$ cat config.mk
export PLATFORM = sky130hd
export DESIGN_NAME = isqrt_sched
export DESIGN_NICKNAME = d
export VERILOG_FILES = /design/src/rtl/isqrt_sched.sv
export SDC_FILE = /design/constraint.sdc
export NUM_CORES = 1
export LEC_CHECK = 0
export ABC_AREA = 1
export BUFFER_PORTS_ARGS = -buffer_cell sky130_fd_sc_hd__clkbuf_2
export CORE_MARGIN = 2
export CORE_UTILIZATION = 24
export DETAILED_ROUTE_END_ITERATION = 7
export SKIP_LAST_GASP = 1
export SLEW_MARGIN = 20
export SYNTH_ARGS = -nofsm -noshare
export SYNTH_HDL_FRONTEND = slang
export SYNTH_SLANG_ARGS = --single-unit
$ cat constraint.sdc
create_clock -name clk -period 2.3 [get_ports clk]
set_input_delay 0.23 -clock clk [delete_from_list [all_inputs] [get_ports clk]]
set_output_delay 0.23 -clock clk [all_outputs]
set_load 0.005 [all_outputs]
$ cat src/rtl/isqrt_sched.sv
// isqrt_sched: round-robin front end that shares one sequential integer square-root
// engine among NCHAN requesters, with a watchdog on the engine completion strobe.
module isqrt_sched #(
   parameter int NCHAN      = 4,
   parameter int X_WIDTH    = 32,
   parameter int Y_WIDTH    = X_WIDTH / 2,
   parameter int TMO_CYCLES = Y_WIDTH + 4
) (
   input  logic                     clk,
   input  logic                     rst_n,
   input  logic [NCHAN-1:0]         req_valid,
   input  logic [NCHAN*X_WIDTH-1:0] req_x,
   output logic [NCHAN-1:0]         req_ready,
   output logic                     res_valid,
   output logic [Y_WIDTH-1:0]       res_y,
   output logic [$clog2(NCHAN)-1:0] res_chan,
   output logic                     res_err,
   output logic                     busy,
   output logic                     sq_en,
   output logic [X_WIDTH-1:0]       sq_x,
   input  logic [Y_WIDTH-1:0]       sq_y,
   input  logic                     sq_dav
);
   localparam int CW = $clog2(NCHAN);
   localparam int TW = $clog2(TMO_CYCLES + 1);
   localparam logic [TW-1:0] TMO_LAST = TW'(TMO_CYCLES - 1);

   typedef enum logic [1:0] {S_IDLE, S_LAUNCH, S_WAIT, S_DONE} state_t;

   state_t             state_q;
   logic [CW-1:0]      last_q;
   logic [TW-1:0]      wdog_q;
   logic               res_valid_q;
   logic [Y_WIDTH-1:0] res_y_q;
   logic [CW-1:0]      res_chan_q;
   logic               res_err_q;
   logic               busy_q;
   logic               sq_en_q;
   logic [X_WIDTH-1:0] sq_x_q;

   logic [X_WIDTH-1:0] x_arr [NCHAN];
   logic               gnt_any;
   logic [CW-1:0]      gnt_idx;

   genvar k;
   generate
      for (k = 0; k < NCHAN; k++) begin : g_slice
         assign x_arr[k] = req_x[k*X_WIDTH +: X_WIDTH];
      end
   endgenerate

   // Search starts just after the last granted channel so every requester is
   // served within NCHAN-1 foreign operations.
   always_comb begin
      int idx;
      idx     = 0;
      gnt_any = 1'b0;
      gnt_idx = last_q;
      for (int i = 1; i <= NCHAN; i++) begin
         idx = (int'(last_q) + i) % NCHAN;
         if (!gnt_any && req_valid[CW'(idx)]) begin
            gnt_any = 1'b1;
            gnt_idx = CW'(idx);
         end
      end
   end

   always_comb begin
      req_ready = '0;
      if (state_q == S_IDLE && gnt_any) req_ready[gnt_idx] = 1'b1;
   end

   always_ff @(posedge clk or negedge rst_n) begin
      if (!rst_n) begin
         state_q     <= S_IDLE;
         last_q      <= CW'(NCHAN - 1);
         wdog_q      <= '0;
         res_valid_q <= 1'b0;
         res_y_q     <= '0;
         res_chan_q  <= '0;
         res_err_q   <= 1'b0;
         busy_q      <= 1'b0;
         sq_en_q     <= 1'b0;
         sq_x_q      <= '0;
      end else begin
         sq_en_q     <= 1'b0;
         res_valid_q <= 1'b0;
         case (state_q)
            S_IDLE: begin
               if (gnt_any) begin
                  sq_x_q  <= x_arr[gnt_idx];
                  last_q  <= gnt_idx;
                  busy_q  <= 1'b1;
                  sq_en_q <= 1'b1;
                  state_q <= S_LAUNCH;
               end
            end
            S_LAUNCH: begin
               wdog_q  <= '0;
               state_q <= S_WAIT;
            end
            S_WAIT: begin
               // A completion landing on the timeout cycle still wins.
               if (sq_dav) begin
                  res_y_q     <= sq_y;
                  res_err_q   <= 1'b0;
                  res_chan_q  <= last_q;
                  res_valid_q <= 1'b1;
                  state_q     <= S_DONE;
               end else if (wdog_q == TMO_LAST) begin
                  res_y_q     <= '0;
                  res_err_q   <= 1'b1;
                  res_chan_q  <= last_q;
                  res_valid_q <= 1'b1;
                  state_q     <= S_DONE;
               end else begin
                  wdog_q <= wdog_q + 1'b1;
               end
            end
            S_DONE: begin
               busy_q  <= 1'b0;
               state_q <= S_IDLE;
            end
            default: state_q <= S_IDLE;
         endcase
      end
   end

   assign res_valid = res_valid_q;
   assign res_y     = res_y_q;
   assign res_chan  = res_chan_q;
   assign res_err   = res_err_q;
   assign busy      = busy_q;
   assign sq_en     = sq_en_q;
   assign sq_x      = sq_x_q;

endmodule

==> impl_metrics.json, run 1 <==
{
  "placed_area_sq_um": 5150,
  "setup_ws_ps": -50.5,
  "coreArea_sq_um": 15700,
  "holdCritPathClass": "input pin to flip-flop",
  "setup_viol": 4,
  "die-area_sq_um": 16900,
  "rsz0062_at_grt": "yes",
  "hpwl_um": 10400,
  "critPathBufInv": 4,
  "worstReg2RegStart": "last_q[0]",
  "met2_usage_pct": 29.6,
  "cts_buffer_depth": 2,
  "relSlewSlack_pct": 68.0,
  "crit_start": "last_q[0]",
  "die-height_um": 130,
  "grt_max_degree": 64,
  "cts.sinks": 63,
  "rrSetupSlack_ps": 100,
  "first_pass_iters": 5,
  "htreeDepth": 3,
  "ys_ff_latch": 63,
  "grt-ovfl-total": 0,
  "antenna_found_initial": 0,
  "met1_usage_pct": 21.0,
  "chipWidth_um": 130,
  "grt_use_total_pct": 16.9,
  "layout_commonest_cell": "clkbuf_2",
  "portBuffers": 208,
  "hold_start": "sq_y[7]",
  "fp-row-count": 46,
  "critPathCaptureType": "output port",
  "syn_area_per_cell_sq_um": 7.35,
  "grt_pass1_wl_um": 22000,
  "yosysSeqAreaShare_pct": 41.5,
  "clock_skew_ps": 6.35,
  "clk_pin_slew_ps": 60,
  "initial_utilization_pct": 24.3,
  "num_io_pins": 209,
  "final_util_pct": 37.4,
  "fin_setup_tns_ps": -149,
  "netlist_area_sq_um": 3800,
  "tightest_slew_ps": 477,
  "stdcell_area_sq_um": 5850,
  "path_cells": "inv_4 -> nand2_2 -> nand2_4 -> nand2_2 -> nand2_4 -> inv_8 -> nand3_4 -> nand3_2 -> nand2_4 -> buf_4 -> nor2_2 -> clkbuf_2",
  "reg2regPathDepth": 15,
  "drtIter0Drc": 283,
  "wirelength_um": 14800,
  "post_drt_wl_per_cell_um": 15.3,
  "n_antenna_cell": 0,
  "whs_endpoint": "res_y[7]",
  "vias_per_cell": 4.60,
  "finalHoldWorstSlack_ps": 115,
  "cp_max_fo": 8,
  "cp_slowest_stage_delay_ps": 630,
  "worst_hold_path.num_cells": 2,
  "cts_made_buffers": 9,
  "critPathLaunchType": "flip-flop",
  "critical-path-slowest-cell": "dfstp_2",
  "fin_nets": 899,
  "crit_top_cell": "nand2_4",
  "grtUsageMet3_pct": 3.03,
  "leakagePower_nw": 3.17,
  "antenna_left": 0,
  "layout_common_cells": "205 x clkbuf_2, 163 x nand3_1, 152 x nand2_1",
  "grt_pass1_vias": 4300,
  "min_period_ps": 2350,
  "root_buffer": "clkbuf_16",
  "worst-setup-path-type": "flip-flop to output port",
  "tritoncts": "done",
  "clock_latency_ps": 330,
  "required_ps": 2070,
  "routed-via-count": 4428,
  "maxSlewViolCount": 0,
  "grt_busiest_layer": "met2",
  "ir_drop_v": 0.000895,
  "max_freq_ghz": 0.425,
  "area_growth_syn_to_layout_pct": 53.9,
  "path_depth": 12,
  "violations": "negative setup slack",
  "maxCapViolCount": 0,
  "drive_gt1_share_pct": 42.2,
  "drc": 0,
  "synth_fp_nets": 674,
  "r2r-end": "sq_x[22]",
  "timing_hold_violations_final": 0,
  "status": "finished, violations left",
  "arrival_ps": 2120,
  "gp_congestion": 0.815,
  "crit_family": "simple AND/OR/NAND/NOR gates",
  "power-per-cell-area_nw_per_um2": 1970,
  "fin_crit_sh_pct": 102,
  "ys_warn_count": 0,
  "yosys.cell_types.count": 26,
  "syn_inst": 517
}
[cells in the mapped netlist, drive strengths merged]
| cell | n | area [sq um] |
|---|---|---|
| nor2 | 11 | 41.3 |
| clkbuf | 6 | 22.5 |
| nor3 | 1 | 5.00 |
| nand2b | 1 | 6.26 |
| inv | 11 | 41.3 |
| clkinv | 1 | 3.75 |
| o2111ai | 1 | 8.76 |
| nand2 | 182 | 708 |
| a22o | 17 | 149 |
| buf | 29 | 191 |
| o21ai | 11 | 55.1 |
| a21oi | 4 | 20.0 |
| ha | 6 | 75.1 |
| dfstp | 2 | 52.6 |
| xnor2 | 1 | 8.76 |
| xor2 | 2 | 17.5 |
| a31o | 1 | 8.76 |
| nand3 | 169 | 861 |
| dfrtp | 61 | 1530 |
[report_power, final]
part | switching, mW | leakage [nW] | internal (mW)
Clock | 0.558 | 0.171 | 1.07
Sequential | 0.329 | 0.780 | 1.68
Combinational | 4.63 | 2.22 | 3.25
[area by class of cell]
| cell class | instances | area (sq um) |
|---|---|---|
| inverter | 12 | 55.1 |
| clock inverter | 7 | 125 |
| sequential | 63 | 1580 |
| timing repair buffer | 249 | 1460 |
| tap | 216 | 270 |
| fill | 1628 | 9800 |
| multi-input combinational | 407 | 2140 |
| clock buffer | 9 | 225 |
[worst max path at each step]
stage | end | slack, ps
finish | req_ready[1] | -50
floorplan | req_ready[1] | 430
CTS | req_ready[0] | 9
detailed placement | req_ready[1] | 70
global placement | req_ready[1] | 110
global route | req_ready[2] | -160
[state kept, by name (all words and copies together) (netlist names)]
name / count
res_y: 16
sq_en: 1
res_err: 1
res_valid: 1
state_q: 2
wdog_q: 5
busy: 1
res_chan: 2
last_q: 2
sq_x: 32
[worst reg2reg max path: stages, from the launching register on]
cell and delay, ps:
dfstp_2 630, inv_4 90, nand2_2 90, nand2_4 80, nand2_2 100, nand2_4 80, inv_8 100, nand3_4 90
inv_2 70, nand2_1 80, nand2_4 100, buf_4 120, bufbuf_16 270, nand3_1 80, nand3_1 70, nand2_1 50
[stage by stage]
stage,std cells,setup slack (ps),power [mW]
floorplan,517,428,6.43
global placement,929,109,8.75
detailed placement,929,69.6,8.82
CTS,959,8.77,11.2
global route,963,-159,12.6
finish,963,-50.5,11.5
[metal layers]
layer / part of all wire [%] / routed length, um / vias up
met3: 5.8 / 861 / 15
met4: 1.3 / 198 / 0
met2: 49 / 7290 / 172
li1: - / - / 2203
met1: 43 / 6420 / 2038
met5: 0 / 0 / -
[logic make-up (layout without fill, tap and decap cells)]
| logic type | count (synthesis) | after routing | synth area share [%] |
|---|---|---|---|
| xor gates and xnor gates | 3 | 3 | 0.691 |
| adders and majority gates | 6 | 6 | 1.97 |
| buffers and inverters | 47 | 277 | 6.81 |
| AOI/OAI and AO/OA | 34 | 34 | 6.35 |
| DFF | 63 | 63 | 41.5 |
| and+or+nand+nor | 364 | 364 | 42.6 |
[repair_timing]
item                                    4_1_cts  5_1_grt
setup buffers                                12        4
endpoints found under the hold margin        61        0
pin swaps                                    11       15
cloned                                        1        0
endpoints found under the setup margin        4       33
hold buffers                                  1        0
gates resized for setup                      22       32
Power figures use the tool's default switching activity.
==> run 2: changes to the inputs <==
--- a/config.mk
+++ b/config.mk
@@ -7,9 +7,12 @@
 export LEC_CHECK = 0
 export ABC_AREA = 1
 export BUFFER_PORTS_ARGS = -buffer_cell sky130_fd_sc_hd__clkbuf_2
+export CELL_PAD_IN_SITES_DETAIL_PLACEMENT = 1
+export CELL_PAD_IN_SITES_GLOBAL_PLACEMENT = 2
 export CORE_MARGIN = 2
-export CORE_UTILIZATION = 24
+export CORE_UTILIZATION = 23
 export DETAILED_ROUTE_END_ITERATION = 7
+export PLACE_DENSITY_LB_ADDON = 0.1
 export SKIP_LAST_GASP = 1
 export SLEW_MARGIN = 20
 export SYNTH_ARGS = -nofsm -noshare
==> impl_metrics.json, run 2 (same netlist as run 1, synthesis figures left out) <==
{
  "status": "finished, violations left",
  "violations": "negative setup slack",
  "drive_gt1_share_pct": 45.4,
  "antenna_found_initial": 0,
  "fin_crit_sh_pct": 106,
  "htreeDepth": 3,
  "setup_viol": 14,
  "critPathBufInv": 5,
  "critPathCaptureType": "output port",
  "cp_max_fo": 6,
  "first_pass_iters": 4,
  "tightest_slew_ps": 569,
  "die-area_sq_um": 17600,
  "routed-via-count": 4542,
  "timing_hold_violations_final": 0,
  "cp_slowest_stage_delay_ps": 640,
  "coreArea_sq_um": 16300,
  "dp_cells": 932,
  "relSlewSlack_pct": 62.0,
  "clock_latency_ps": 350,
  "crit_family": "simple AND/OR/NAND/NOR gates",
  "power-per-cell-area_nw_per_um2": 2000,
  "worst-setup-path-type": "flip-flop to output port",
  "initial_utilization_pct": 23.3,
  "vias_per_cell": 4.62,
  "largest_register_ffs": 32,
  "hpwl_um": 12600,
  "post_drt_wl_per_cell_um": 17.5,
  "tritoncts": "done",
  "fin_nets": 916,
  "fin_setup_tns_ps": -1380,
  "drtIter0Drc": 131,
  "holdCritPathClass": "input pin to flip-flop",
  "fp-row-count": 47,
  "cts.sinks": 63,
  "num_io_pins": 209,
  "grt_pass1_wl_um": 27500,
  "rsz0062_at_grt": "yes",
  "critPathLaunchType": "flip-flop",
  "crit_top_cell": "nand2_2",
  "die-height_um": 133,
  "seq_area_sq_um": 1580,
  "critical-path-slowest-cell": "dfstp_2",
  "min_period_ps": 2450,
  "layout_commonest_cell": "clkbuf_2",
  "root_buffer": "clkbuf_16",
  "leakagePower_nw": 3.31,
  "clock_skew_ps": 7.53,
  "n_antenna_cell": 0,
  "grt-ovfl-total": 0,
  "antenna_left": 0,
  "maxSlewViolCount": 0,
  "gp_congestion": 0.852,
  "wirelength_um": 17200,
  "max_freq_ghz": 0.409,
  "fillers": 2059,
  "area_growth_syn_to_layout_pct": 62.4,
  "maxCapViolCount": 0,
  "path_cells": "buf_6 -> clkinvlp_4 -> nand2_2 -> nand3_2 -> nand2_4 -> nand3_4 -> inv_2 -> nand2_2 -> nand2_2 -> buf_12 -> nand2_4 -> nor2_4 -> clkbuf_2",
  "clk_pin_slew_ps": 60,
  "grt_pass1_vias": 5085,
  "required_ps": 2070,
  "grt_use_total_pct": 20.1,
  "drc": 0,
  "arrival_ps": 2220,
  "layout_common_cells": "206 x clkbuf_2, 154 x nand3_1, 147 x nand2_1",
  "cts_made_buffers": 9,
  "portBuffers": 208,
  "ir_drop_v": 0.000889,
  "grt_max_degree": 44,
  "chipWidth_um": 133,
  "cts_buffer_depth": 2,
  "setup_ws_ps": -148,
  "final_cells": 984,
  "multi_input_area_sq_um": 2290
}
run 2: through the flow:
step	cell area, sq um	util (%)	hold slack (ps)	power, mW	setup slack [ps]
after floorplan	3800	-	-65.6	6.43	428
after global placement	5160	31.5	252	8.98	-73.6
after detailed placement	5160	31.5	260	9.06	-49.7
after CTS	5930	36.3	104	12.0	-128
after global routing	6170	37.8	109	13.5	-260
final	6170	37.8	113	12.4	-148
run 2: layer usage:
layer  part of all wire [%]  track usage [%]  vias up
met4                    1.9             6.45        0
met1                     43             24.7     2103
met3                    8.0             6.55       22
li1                       -                -     2237
met5                      0                0        -
met2                     47             33.4      180
run 2: worst paths after layout:
| path | from | to | slack (ps) | cells after the start |
|---|---|---|---|---|
| max in group asynchronous | rst_n | sq_x[13] | 1250 | 3 |
| max reg2reg | last_q[0] | sq_x[9] | -90 | 15 |
| min reg2reg | sq_x[28] | sq_x[28] | 480 | 2 |
| min in group asynchronous | rst_n | res_chan[1] | 400 | 2 |
| min | sq_y[3] | res_y[3] | 110 | 2 |
| max | last_q[0] | req_ready[2] | -150 | 13 |
run 2: worst reg2reg max path, cell delays in order (launching register included):
cell and delay, ps:
dfstp_2 640, buf_6 140, clkinvlp_4 80, nand2_2 70, nand3_2 110, nand2_4 150, nand3_4 100, inv_2 70
nand2_2 50, nand2_2 80, buf_12 130, buf_4 160, bufbuf_16 280, nand3_1 80, nand3_1 90, nand2_1 50
run 2: cell type report:
cell class                      instances  area share, %
Multi-Input combinational cell        407           37.0
Timing Repair Buffer                  265           26.6
Sequential cell                        63           25.6
Tap cell                              220           4.46
Clock buffer                            9           3.65
Clock inverter                          7           1.66
Inverter                               12          0.932
Timing Repair inverter                  1          0.122
run 2: power by group:
group	internal (mW)	leakage (nW)	switching [mW]
Combinational	3.73	2.37	5.09
Clock	0.962	0.157	0.575
Sequential	1.68	0.780	0.326
run 2: repair_timing:
item	in CTS	in global routing
gates cloned	2	0
setup endpoints to repair	14	37
hold buffers	1	0
pin swaps	21	19
endpoints found under the hold margin	18	0
buffers inserted	26	8
gates resized for setup	54	42
==> run 3: changes to the inputs <==
--- a/config.mk
+++ b/config.mk
@@ -18,3 +18,4 @@
 export SYNTH_ARGS = -nofsm -noshare
 export SYNTH_HDL_FRONTEND = slang
 export SYNTH_SLANG_ARGS = --single-unit
+export TNS_END_PERCENT = 10
==> impl_metrics.json, run 3 (same netlist as run 1, synthesis figures left out) <==
{
  "vias_per_cell": 4.60,
  "routed-via-count": 4508,
  "rsz0062_at_grt": "yes",
  "met1Wirelength_um": 7410,
  "p_sw_mw": 5.81,
  "setup_viol": 36,
  "cts_made_buffers": 9,
  "ir_drop_v": 0.000909,
  "holdCritPathClass": "input pin to flip-flop",
  "maxCapViolCount": 0,
  "stdcell_area_sq_um": 6040,
  "setup_ws_ps": -168,
  "arrival_ps": 2240,
  "clk_pin_slew_ps": 60,
  "placed_area_sq_um": 5160,
  "tritoncts": "done",
  "worst_hold_path.num_cells": 2,
  "p_seq_share_pct": 17.0,
  "area_growth_syn_to_layout_pct": 58.8,
  "fin_nets": 911,
  "leakagePower_nw": 3.25,
  "antenna_found_initial": 0,
  "power-per-cell-area_nw_per_um2": 1960,
  "reg2regPathDepth": 17,
  "gp_congestion": 0.852,
  "coreArea_sq_um": 16300,
  "status": "finished, violations left",
  "cp_max_fo": 6,
  "highest_layer": "met4",
  "layout_common_cells": "207 x clkbuf_2, 163 x nand3_1, 151 x nand2_1",
  "antenna_left": 0,
  "chipWidth_um": 133,
  "layout_commonest_cell": "clkbuf_2",
  "maxSlewViolCount": 0,
  "internal-power_mw": 6.03,
  "drc": 0,
  "relSlewSlack_pct": 61.9,
  "switching_share_pct": 49.1,
  "initial_utilization_pct": 23.3,
  "first_pass_iters": 4,
  "p_clk_share_pct": 12.9,
  "wirelength_um": 16900,
  "drtIter0Drc": 142,
  "drive_gt1_share_pct": 43.3,
  "fillers": 2069,
  "whs_endpoint": "res_y[3]",
  "n_antenna_cell": 0,
  "max_freq_ghz": 0.405,
  "num_io_pins": 209,
  "min_period_ps": 2470,
  "hpwl_um": 12600,
  "dpl_worst_slack_ps": -49.7,
  "die-area_sq_um": 17600,
  "critPathLaunchType": "flip-flop",
  "dr_wl_met3_um": 1300,
  "wl_met2_um": 8000,
  "fin_crit_sh_pct": 107,
  "worstReg2RegStart": "last_q[0]",
  "grt-ovfl-total": 0,
  "violations": "negative setup slack",
  "worst-setup-path-type": "flip-flop to output port",
  "portBuffers": 208,
  "rrSetupSlack_ps": -80,
  "largest_register_ffs": 32,
  "root_buffer": "clkbuf_16",
  "post_drt_wl_per_cell_um": 17.3,
  "die-height_um": 133,
  "grt_use_total_pct": 19.6,
  "critPathCaptureType": "output port",
  "grt_max_degree": 44,
  "timing_hold_violations_final": 0,
  "grt_pass1_vias": 5002,
  "clock_latency_ps": 340,
  "clock_skew_ps": 6.53,
  "fp-row-count": 47,
  "required_ps": 2070,
  "htreeDepth": 3,
  "tightest_slew_ps": 572,
  "cts.sinks": 63,
  "r2r-end": "sq_x[12]",
  "pwr-share-comb_pct": 70.0,
  "cts_buffer_depth": 2,
  "grt_pass1_wl_um": 26900,
  "hold_start": "sq_y[3]"
}
[run 3: cell types whose count changed in the layout (fill, tap and decap cells not counted), sizes merged]
cell,before,now
buf,57,52
bufbuf,1,0
clkbuf,215,216
clkinv,2,3
inv,14,13
[run 3: power groups by stage]
stage                     Combinational [mW]  Sequential [mW]  Clock [mW]
after floorplan                         4.42             2.01           0
after global placement                  6.96             2.02           0
after detailed placement                7.02             2.04           0
after CTS                               8.04             2.04        1.58
after global routing                    9.26             2.09        1.61
final                                   8.29             2.02        1.53
[run 3: worst max path at each step]
stage	start	endpoint	cells after the start
final	last_q[0]	req_ready[2]	14
after detailed placement	last_q[0]	req_ready[3]	7
after floorplan	last_q[0]	req_ready[1]	12
after CTS	last_q[0]	req_ready[2]	13
after global placement	last_q[0]	req_ready[3]	7
after global routing	last_q[0]	req_ready[2]	14
[run 3: what timing repair did]
item,in CTS,in global routing
gates cloned,1,0
pin swaps,20,8
gates resized for setup,53,24
hold buffers,1,0
setup buffers,23,6
setup endpoints to repair,14,37
endpoints found under the hold margin,18,0
[run 3: worst max-delay path, stage by stage (launching register included)]
cell and delay [ps]:
dfstp_2 630, clkinv_4 130, nand2_4 110, nand2_8 70, nand2_4 70, nand2_4 70, inv_6 110, nand3_4 90
inv_2 70, nand2_2 50, nand2_2 80, buf_12 130, nand2_4 50, nor2_4 100, clkbuf_2 120
[run 3: final cells by class]
type	count	area (sq um)	area share (%)
Clock inverter	7	103	1.70
Timing Repair Buffer	260	1550	25.6
Multi-Input combinational cell	407	2240	37.2
Sequential cell	63	1580	26.1
Tap cell	220	275	4.56
Timing Repair inverter	1	7.51	0.124
Clock buffer	9	225	3.73
Inverter	12	57.6	0.953
[run 3: metrics by stage]
step | utilization (%) | hold WS, ps | TNS [ps] | total power [mW] | cells
floorplan | - | -65.6 | 0 | 6.43 | 517
CTS | 35.9 | 104 | -534 | 11.7 | 973
detailed placement | 31.5 | 260 | -90.1 | 9.06 | 932
global route | 36.9 | 109 | -7770 | 13.0 | 979
finish | 36.9 | 114 | -2130 | 11.8 | 979
global placement | 31.5 | 252 | -73.6 | 8.98 | 932
[run 3: layer usage]
layer / track usage, % / vias up
met5: 0 / -
met4: 6.21 / 0
met3: 6.44 / 14
met2: 32.8 / 161
met1: 23.9 / 2103
li1: - / 2230
